## src/rtl/cmp_iter_pkg.sv

```systemverilog
// Shared definitions for the iterative comparator: mode codes, FSM states
// and the mapping from the final (eq, lt) pair onto the selected branch condition.
package cmp_iter_pkg;

    localparam logic [2:0] CMP_BEQ  = 3'd0;
    localparam logic [2:0] CMP_BNE  = 3'd1;
    localparam logic [2:0] CMP_BLEZ = 3'd2;
    localparam logic [2:0] CMP_BGTZ = 3'd3;
    localparam logic [2:0] CMP_BLTZ = 3'd4;
    localparam logic [2:0] CMP_BGEZ = 3'd5;
    localparam logic [2:0] CMP_SLT  = 3'd6;
    localparam logic [2:0] CMP_SLTU = 3'd7;

    typedef enum logic [1:0] {
        CMPI_IDLE = 2'd0,
        CMPI_RUN  = 2'd1,
        CMPI_DONE = 2'd2
    } cmpi_state_e;

    function automatic logic is_signed_mode(input logic [2:0] m);
        return (m >= CMP_BLEZ) && (m <= CMP_SLT);
    endfunction

    function automatic logic is_zero_mode(input logic [2:0] m);
        return (m >= CMP_BLEZ) && (m <= CMP_BGEZ);
    endfunction

    function automatic logic mode_result(input logic [2:0] m, input logic eq, input logic lt);
        logic r;
        case (m)
            CMP_BEQ:  r = eq;
            CMP_BNE:  r = ~eq;
            CMP_BLEZ: r = lt | eq;
            CMP_BGTZ: r = ~(lt | eq);
            CMP_BGEZ: r = ~lt;
            default:  r = lt;
        endcase
        return r;
    endfunction

endpackage

```

## src/rtl/cmp_slice.sv

```systemverilog
// Combinational SLICE-bit compare; signed_top flips the slice MSB of both
// operands so an unsigned compare of the top slice orders two's-complement values.
module cmp_slice #(
    parameter int W = 8
) (
    input  logic [W-1:0] a,
    input  logic [W-1:0] b,
    input  logic         signed_top,
    output logic         eq,
    output logic         lt
);

    logic [W-1:0] msk;
    logic [W-1:0] a_m;
    logic [W-1:0] b_m;

    always_comb begin
        msk        = '0;
        msk[W-1]   = signed_top;
        a_m        = a ^ msk;
        b_m        = b ^ msk;
        eq         = (a_m == b_m);
        lt         = (a_m < b_m);
    end

endmodule

```

## src/rtl/cmp_iter.sv

```systemverilog
// Iterative MSB-first branch comparator; done pulses N+1 cycles after an accepted start.
// Backpressure: busy is high during RUN and start is ignored then; flush aborts at any time.
module cmp_iter
    import cmp_iter_pkg::*;
#(
    parameter int WIDTH = 32,
    parameter int SLICE = 8
) (
    input  logic             clk,
    input  logic             reset,
    input  logic             start,
    input  logic             flush,
    input  logic [2:0]       mode,
    input  logic [WIDTH-1:0] src_a,
    input  logic [WIDTH-1:0] src_b,
    output logic             busy,
    output logic             done,
    output logic             res
);

    localparam int N  = WIDTH / SLICE;
    localparam int CW = (N > 1) ? $clog2(N) : 1;
    localparam logic [CW-1:0] CNT_LAST = CW'(N - 1);

    cmpi_state_e      state_q;
    cmpi_state_e      state_d;
    logic [CW-1:0]    cnt_q;
    logic [WIDTH-1:0] a_q;
    logic [WIDTH-1:0] b_q;
    logic [2:0]       mode_q;
    logic             eq_q;
    logic             lt_q;
    logic             res_q;

    logic accept;
    logic last;
    logic sl_eq;
    logic sl_lt;
    logic eq_nxt;
    logic lt_nxt;

    assign accept = ((state_q == CMPI_IDLE) || (state_q == CMPI_DONE)) && start && !flush;
    assign last   = (cnt_q == CNT_LAST);

    // Operands shift left each RUN cycle, so the slice under test is always the top one.
    cmp_slice #(.W(SLICE)) u_slice (
        .a          (a_q[WIDTH-1 -: SLICE]),
        .b          (b_q[WIDTH-1 -: SLICE]),
        .signed_top (is_signed_mode(mode_q) && (cnt_q == '0)),
        .eq         (sl_eq),
        .lt         (sl_lt)
    );

    // The first differing slice (MSB side) decides the ordering.
    assign eq_nxt = eq_q & sl_eq;
    assign lt_nxt = (eq_q && !sl_eq) ? sl_lt : lt_q;

    always_ff @(posedge clk or negedge reset) begin
        if (!reset) begin
            state_q <= CMPI_IDLE;
        end else begin
            state_q <= state_d;
        end
    end

    always_comb begin
        state_d = state_q;
        if (flush) begin
            state_d = CMPI_IDLE;
        end else begin
            case (state_q)
                CMPI_IDLE: if (start) state_d = CMPI_RUN;
                CMPI_RUN:  if (last)  state_d = CMPI_DONE;
                CMPI_DONE: state_d = start ? CMPI_RUN : CMPI_IDLE;
                default:   state_d = CMPI_IDLE;
            endcase
        end
    end

    always_comb begin
        busy = (state_q == CMPI_RUN);
        done = (state_q == CMPI_DONE);
        res  = res_q;
    end

    always_ff @(posedge clk or negedge reset) begin
        if (!reset) begin
            cnt_q  <= '0;
            a_q    <= '0;
            b_q    <= '0;
            mode_q <= CMP_BEQ;
            eq_q   <= 1'b1;
            lt_q   <= 1'b0;
            res_q  <= 1'b0;
        end else if (flush) begin
            cnt_q <= '0;
        end else if (accept) begin
            a_q    <= src_a;
            b_q    <= is_zero_mode(mode) ? '0 : src_b;
            mode_q <= mode;
            cnt_q  <= '0;
            eq_q   <= 1'b1;
            lt_q   <= 1'b0;
        end else if (state_q == CMPI_RUN) begin
            a_q  <= a_q << SLICE;
            b_q  <= b_q << SLICE;
            eq_q <= eq_nxt;
            lt_q <= lt_nxt;
            if (last) begin
                cnt_q <= '0;
                res_q <= mode_result(mode_q, eq_nxt, lt_nxt);
            end else begin
                cnt_q <= cnt_q + CW'(1);
            end
        end
    end

endmodule
```

## config.mk

```make
export PLATFORM = sky130hd
export DESIGN_NAME = cmp_iter
export DESIGN_NICKNAME = d
export VERILOG_FILES = /design/src/rtl/cmp_iter_pkg.sv /design/src/rtl/cmp_slice.sv /design/src/rtl/cmp_iter.sv
export SDC_FILE = /design/constraint.sdc
export NUM_CORES = 1
export LEC_CHECK = 0
export BUFFER_PORTS_ARGS = -buffer_cell sky130_fd_sc_hd__buf_2
export CAP_MARGIN = 20
export CORE_MARGIN = 4
export CORE_UTILIZATION = 54
export DETAILED_ROUTE_END_ITERATION = 10
export PLACE_DENSITY = 0.8
export SLEW_MARGIN = 20
export SYNTH_ARGS = -nofsm -noshare
export SYNTH_HDL_FRONTEND = slang
export SYNTH_SLANG_ARGS = --single-unit
```

## constraint.sdc

```tcl
create_clock -name clk -period 3.04 [get_ports clk]
set_input_delay 0.304 -clock clk [delete_from_list [all_inputs] [get_ports clk]]
set_output_delay 0.304 -clock clk [all_outputs]
set_load 0.1 [all_outputs]
```

==> qor.txt, run 1 <==
=====================================================================================
Outcome ................................................................ finished, final reports clean
Final Util .............................................................       67.01%
Ys async rst share .....................................................       100.0%
Count of H-tree levels built during CTS ................................            3
First-pass DRT Iterations ..............................................            4
Number of port buffers .................................................           73
Hold WC Path Type ......................................................  in -> async
Largest net degree at the start of global routing ......................           75
Post-DR vias/cell ......................................................        5.726
Unrepaired setup endpoints after global routing ........................        false
Max Buffers Root-to-Sink ...............................................            2
Hold violation count in the final report ...............................            0
Chip Width .............................................................     87.72 µm
Count of hold buffers inserted by post-cts repair ......................            0
Seq. cell area .........................................................     1853 µm²
Kind of launch point of the worst setup path ...........................    flip-flop
Req. time, crit path ...................................................      3.27 ns
Reg-to-reg slack, setup ................................................      0.67 ns
Antenna Diode Count ....................................................            0
Placeable core region ..................................................     6061 µm²
Vias in the first global route .........................................         2902
TritonCTS clock tree ...................................................        built
Gate Count Post-Synth ..................................................          359
Transition time at the pin with the least slew margin ..................     1.020 ns
Total DRC errors in the routed layout ..................................            0
Number of nets in the synthesized netlist ..............................          439
Number of clock buffers inserted by TritonCTS ..........................            9
Share of total power in sequential cells ...............................        49.2%
Root Buffer Master ..................................................... sky130_fd_sc_hd__clkbuf_8
Number of inserted filler cells in the final layout ....................          513
CTS resizes ............................................................            0
Congestion Overflow GR .................................................            0
Minimum period implied by the final worst setup slack ..................     2.374 ns
Proportion of layout cells with a drive suffix above 1 .................       23.38%
P_sw ...................................................................    0.7811 mW
Commonest non-fill, non-tap cells in the layout ........................ 81 x sky130_fd_sc_hd__nand2_1, 73 x sky130_fd_sc_hd__dfrtp_1, 72 x sky130_fd_sc_hd__buf_2
Worst IR Drop VDD ......................................................    0.4189 mV
Share of power burned in combinational logic ...........................        20.8%
CP max FO ..............................................................            3
Power consumption ......................................................     2.598 mW
Summed area of non-filler cells in the final layout ....................     4061 µm²
Sequential share of the synthesized area ...............................       53.99%
Max Slew Vio Count .....................................................            0
Cell row count .........................................................           28
Clock network fraction of design power .................................        30.0%
Starting utilization of the core area ..................................       56.63%
Violation count after the first detailed-routing iteration .............          194
Power per cell area .................................................... 639.6 nW/µm²
Most used flip-flop cell after synthesis ............................... sky130_fd_sc_hd__dfrtp_1
Synthesis-stage register bit count .....................................           74
Type of the setup path with the least slack ............................   reg -> reg
Worst setup skew after layout ..........................................  0.008761 ns
WL/cell ................................................................     15.50 µm
Area of the mapped netlist .............................................     3432 µm²
Worst path arrival time ................................................      2.61 ns
TritonCTS Sinks ........................................................           74
Layout overhead on the synthesized area ................................       18.34%
First-pass GRT wire length .............................................     13.19 mm
Sum of net half-perimeters after detailed placement ....................     5.220 mm
Number of nets in the layout ...........................................          507
Startpoint of the worst register-to-register path ......................      a_q[30]
Syn Area/Cell ..........................................................    9.560 µm²
Die area ...............................................................     7695 µm²
Max-slew headroom at the worst pin .....................................       31.84%
Buffer count from post-CTS setup fixing ................................            0
Number of antenna violations at the first check in global routing ......            0
Sw Ratio ...............................................................       30.07%
Y dimension of the die .................................................     87.72 µm
Warnings, synthesis ....................................................            0
Most frequent standard cell in the layout excluding fill and tap cells . sky130_fd_sc_hd__nand2_1
Number of flops mapped to enable cells by yosys ........................            0
Count of maximum capacitance violations ................................            0
Crit path launch .......................................................      a_q[30]
Crit. End Element ......................................................    flip-flop
Number of top-level pins ...............................................           74
Number of library cell types mapped by synthesis .......................           41
Total area of multi-input combinational cells ..........................     1471 µm²
All-Layer GR Usage .....................................................       21.92%
Worst Hold Slack .......................................................   0.07203 ns
Reg-to-reg endpoint ....................................................          res
Final Routed Wirelength ................................................     7.861 mm
Later-pin clock latency in the skew report .............................      0.34 ns
Highest achievable clock rate ..........................................    421.2 MHz
Via Count ..............................................................         2903
Clk slew on worst S/H paths ............................................      0.08 ns
Capturing element of the worst setup path ..............................          res
Final period util ......................................................       78.10%
Internal power .........................................................     1.817 mW
Remaining number of nets flagged by the antenna check after routing ....            0
Placer Congestion ......................................................       0.8476
Static Leak ............................................................     2.022 nW
Area after detailed placement ..........................................     3857 µm²
Depth of the worst register-to-register path ...........................            7
Total of endpoints with negative setup slack in the final report .......            0
Setup tns final ........................................................         0 ns
=====================================================================================
## how the worst min path moves through the flow
stage,from,end,slack (ns)
after floorplan,reset,a_q[0],0.008
after global placement,a_q[8],a_q[8],0.46
after detailed placement,a_q[19],a_q[19],0.46
after CTS,reset,cnt_q[1],0.13
after global routing,reset,res,0.16
final,reset,cnt_q[0],0.07
## power groups by stage
stage / Clock, mW / Sequential, mW / Combinational, mW
4_1_cts: 0.782 / 1.28 / 0.544
3_5_place_dp: 0 / 1.29 / 0.535
5_1_grt: 0.835 / 1.30 / 0.616
6_report: 0.780 / 1.28 / 0.539
2_1_floorplan: 0 / 1.27 / 0.379
3_3_place_gp: 0 / 1.29 / 0.513
## synth_stat cells (all sizes together) (4+ instances only)
library cell,instances,area share [%]
ha,9,3.3
inv,11,1.2
o21ai,29,4.2
a22o,16,4.1
clkbuf,17,1.9
a21oi,18,2.6
nand2,81,8.9
nor2b,4,0.73
dfrtp,73,53
a22oi,32,7.0
nor2,26,3.1
## kinds of logic after synthesis
| kind of cell | after synthesis | share of synthesized area (%) |
|---|---|---|
| AND/OR/NAND/NOR | 129 | 15.97 |
| AO/OA/AOI/OAI | 109 | 21.33 |
| flip-flops | 74 | 53.99 |
| buffers and inverters | 31 | 3.500 |
| adder cells (fa/ha/maj) | 9 | 3.281 |
| XOR/XNOR | 4 | 1.021 |
| multiplexers | 3 | 0.9114 |
## cell type report
type                            count  share of cell area [%]
Clock buffer                       11                   3.728
Clock inverter                      5                   1.294
Inverter                           11                   1.017
Multi-Input combinational cell    254                   36.23
Sequential cell                    74                   45.63
Tap cell                           75                   2.311
Timing Repair Buffer               77                   9.797
## registers in the layout, indices dropped and copies added (netlist names)
name,flops
state_q,2
b_q,32
a_q,32
eq_q,1
cnt_q,2
mode_q,3
res,1
lt_q,1
## critical path, cell delays in order (launching register included)
cell and delay, ns:
sky130_fd_sc_hd__dfrtp_1 0.39, sky130_fd_sc_hd__ha_1 0.33, sky130_fd_sc_hd__nand3_1 0.15, sky130_fd_sc_hd__nor4b_1 0.48, sky130_fd_sc_hd__xnor2_1 0.17, sky130_fd_sc_hd__nor3_1 0.05
sky130_fd_sc_hd__or3_1 0.35, sky130_fd_sc_hd__o32a_1 0.33
## per-stage QoR
| stage | instances | setup WS [ns] |
|---|---|---|
| floorplan | 359 | 0.8842 |
| global placement | 491 | 0.7922 |
| detailed placement | 491 | 0.7083 |
| CTS | 507 | 0.6832 |
| global route | 507 | 0.4989 |
| finish | 507 | 0.6659 |
## metal layers
metal  routed length, µm  vias to the layer above  share of wire (%)  track usage (%)
met5                   0                        -                  0                0
met1                3400                     1418                 43            28.37
met2                3921                       70                 50            36.51
met4                 210                        0                2.7            10.32
li1                    -                     1399                  -                -
met3                 328                       16                4.2            3.010
Note: power is estimated with default switching activity, not from simulation.
==> inputs of run 2 (changes only) <==
==> constraint.sdc (replaced) <==
create_clock -name clk -period 2.3 [get_ports clk]
set_input_delay 0.23 -clock clk [delete_from_list [all_inputs] [get_ports clk]]
set_output_delay 0.23 -clock clk [all_outputs]
set_load 0.1 [all_outputs]
==> qor.txt, run 2 (same netlist as run 1, synthesis figures left out) <==
=====================================================================================
Outcome ................................................................ finished, final reports clean
Max-slew headroom at the worst pin .....................................       38.57%   +6.7 points
Type of the setup path with the least slack ............................   reg -> reg
Placeable core region ..................................................     6061 µm²   unchanged
Met2 wirelength from detailed routing ..................................     4.276 mm   +9.1%
Static Leak ............................................................     2.102 nW   +3.9%
Minimum period implied by the final worst setup slack ..................     2.252 ns   -0.1221 ns
Unrepaired setup endpoints after global routing ........................         true
TritonCTS Sinks ........................................................           74   unchanged
Final Routed Wirelength ................................................     8.445 mm   +7.4%
First-pass DRT Iterations ..............................................            6   +2
Total DRC errors in the routed layout ..................................            0   unchanged
Met3 wire length .......................................................       364 µm   +11%
Placer Congestion ......................................................       0.8653   +2.1%
Number of nets in the layout ...........................................          513   +1.2%
P_sw ...................................................................     1.127 mW   +44%
Worst-case setup slack after placement ................................. -0.008372 ns   -0.7166 ns
Depth of the worst register-to-register path ...........................            8   +1
Top Registers .......................................................... a_q (32), b_q (32), mode_q (3)
Share of total power in sequential cells ...............................        42.7%   -6.5 points
Capturing element of the worst setup path ..............................          res
Y dimension of the die .................................................     87.72 µm   unchanged
WL/cell ................................................................     16.46 µm   +6.2%
Sum of net half-perimeters after detailed placement ....................     5.523 mm   +5.8%
Starting utilization of the core area ..................................       56.63%   unchanged
Crit. End Element ......................................................    flip-flop
Number of antenna violations at the first check in global routing ......            0   unchanged
Internal power .........................................................     2.859 mW   +57%
Post-DR vias/cell ......................................................        5.745   +0.33%
Number of clock buffers inserted by TritonCTS ..........................            9   unchanged
Count of H-tree levels built during CTS ................................            3   unchanged
All-Layer GR Usage .....................................................       23.14%   +1.2 points
Violation count after the first detailed-routing iteration .............          320   +65%
Layout overhead on the synthesized area ................................       24.28%
Count of hold buffers inserted by post-cts repair ......................            0   unchanged
Number of port buffers .................................................           73   unchanged
Final period util ......................................................       97.91%   +20 points
Highest achievable clock rate ..........................................    444.1 MHz   +5.4%
Worst IR Drop VDD ......................................................    0.6711 mV   +60%
Die area ...............................................................     7695 µm²   unchanged
TritonCTS clock tree ...................................................        built
First-pass GRT wire length .............................................     13.54 mm   +2.6%
Root Buffer Master ..................................................... sky130_fd_sc_hd__clkbuf_8
Max Buffers Root-to-Sink ...............................................            2   unchanged
Max Slew Vio Count .....................................................            0   unchanged
Share of power burned in combinational logic ...........................        20.9%   about the same
Req. time, crit path ...................................................      2.53 ns   -0.74 ns
Transition time at the pin with the least slew margin ..................    0.9215 ns   -0.09854 ns
Startpoint of the worst register-to-register path ......................      a_q[29]
Number of top-level pins ...............................................           74   unchanged
Detailed-route wire length on metal 1 ..................................     3.534 mm   +3.9%
Reg-to-reg endpoint ....................................................          res
Number of inserted filler cells in the final layout ....................          449   -12%
Commonest non-fill, non-tap cells in the layout ........................ 81 x sky130_fd_sc_hd__nand2_1, 73 x sky130_fd_sc_hd__dfrtp_1, 72 x sky130_fd_sc_hd__buf_2
Kind of launch point of the worst setup path ...........................    flip-flop
Via Count ..............................................................         2947   +1.5%
Congestion Overflow GR .................................................            0   unchanged
Final Util .............................................................       70.38%   +3.4 points
Chip Width .............................................................     87.72 µm   unchanged
Cell row count .........................................................           28   unchanged
Reg-to-reg slack, setup ................................................      0.05 ns   -0.62 ns
Vias in the first global route .........................................         2847   -1.9%
Clock network fraction of design power .................................        36.5%   +6.5 points
Clk slew on worst S/H paths ............................................      0.08 ns   about the same
Worst setup skew after layout ..........................................   0.01169 ns   +0.002931 ns
Sw Ratio ...............................................................       28.28%   -1.8 points
Later-pin clock latency in the skew report .............................      0.35 ns   about the same
Crit path launch .......................................................      a_q[29]
Remaining number of nets flagged by the antenna check after routing ....            0   unchanged
Total of endpoints with negative setup slack in the final report .......            0   unchanged
CP max FO ..............................................................            3   unchanged
Hold WC Path Type ......................................................  in -> async
Largest net degree at the start of global routing ......................           75   unchanged
Power per cell area .................................................... 934.4 nW/µm²   +46%
Power consumption ......................................................     3.986 mW   +53%
Worst path arrival time ................................................      2.48 ns   -0.13 ns
Total area of multi-input combinational cells ..........................     1534 µm²   +4.3%
Antenna Diode Count ....................................................            0   unchanged
Most frequent standard cell in the layout excluding fill and tap cells . sky130_fd_sc_hd__nand2_1
Proportion of layout cells with a drive suffix above 1 .................       26.26%   +2.9 points
Minimum setup slack in the final design ................................   0.04802 ns   -0.6179 ns
Hold violation count in the final report ...............................            0   unchanged
Uppermost layer routed .................................................         met4
Seq. cell area .........................................................     1853 µm²   unchanged
Worst Hold Slack .......................................................  0.002034 ns   -0.06999 ns
Count of maximum capacitance violations ................................            0   unchanged
=====================================================================================
==> run 2: changes by cell type in the layout (fill, tap and decap cells not counted), moves of 2 or more <==
cell and change:
sky130_fd_sc_hd__clkbuf_8 -2, sky130_fd_sc_hd__clkinv_2 -2, sky130_fd_sc_hd__ha_4 +3, sky130_fd_sc_hd__buf_4 +5, sky130_fd_sc_hd__inv_1 -2, sky130_fd_sc_hd__inv_2 +2, sky130_fd_sc_hd__ha_1 -3, sky130_fd_sc_hd__bufinv_16 +4
==> run 2: metrics by stage <==
step | TNS, ns | area (µm²) | instances
2_1_floorplan | 0 | 3432 | 359
6_report | 0 | 4265 | 513
5_1_grt | -0.07474 | 4265 | 513
4_1_cts | 0 | 4194 | 511
3_3_place_gp | 0 | 3900 | 495
3_5_place_dp | -0.008372 | 3900 | 495
==> run 2: how the worst min path moves through the flow <==
stage,slack (ns),cells past startpoint,to
detailed placement,0.43,1,cnt_q[1]
global route,0.09,1,cnt_q[1]
global placement,0.42,1,cnt_q[1]
finish,0.002,1,cnt_q[1]
CTS,0.04,1,b_q[19]
floorplan,-0.07,0,a_q[0]
==> run 2: critical path: stages, from the launching register on <==
cell and delay (ns):
sky130_fd_sc_hd__dfrtp_1 0.39, sky130_fd_sc_hd__ha_1 0.32, sky130_fd_sc_hd__a21o_1 0.21, sky130_fd_sc_hd__a211oi_2 0.23
sky130_fd_sc_hd__a211oi_1 0.10, sky130_fd_sc_hd__a311oi_2 0.30, sky130_fd_sc_hd__buf_4 0.18, sky130_fd_sc_hd__mux2i_1 0.07
sky130_fd_sc_hd__o32a_1 0.35
==> run 2: repair_timing <==
action | 4_1_cts | 5_1_grt
pin swaps | 0 | 6
resized for setup | 1 | 8
setup buffers | 0 | 2
setup endpoints to repair | 1 | 1
endpoints found under the hold margin | 0 | 0
==> run 2: metal layers <==
| layer | GRT usage [%] | vias up |
|---|---|---|
| met5 | 0 | - |
| met3 | 4.139 | 19 |
| met2 | 36.37 | 87 |
| met1 | 30.67 | 1432 |
| met4 | 12.27 | 0 |
| li1 | - | 1409 |
==> run 2: power groups by stage <==
stage | Sequential (mW) | Clock [mW] | Combinational (mW)
2_1_floorplan | 1.68 | 0 | 0.501
3_3_place_gp | 1.70 | 0 | 0.696
3_5_place_dp | 1.71 | 0 | 0.730
4_1_cts | 1.69 | 1.46 | 0.746
5_1_grt | 1.73 | 1.52 | 0.933
6_report | 1.70 | 1.45 | 0.831
==> run 2: cell type report <==
| class | instances | area share [%] |
|---|---|---|
| clock buffer | 9 | 2.904 |
| clock inverter | 7 | 3.843 |
| inverter | 11 | 0.9680 |
| multi-input combinational | 254 | 35.96 |
| sequential | 74 | 43.44 |
| tap | 75 | 2.200 |
| timing repair buffer | 83 | 10.68 |
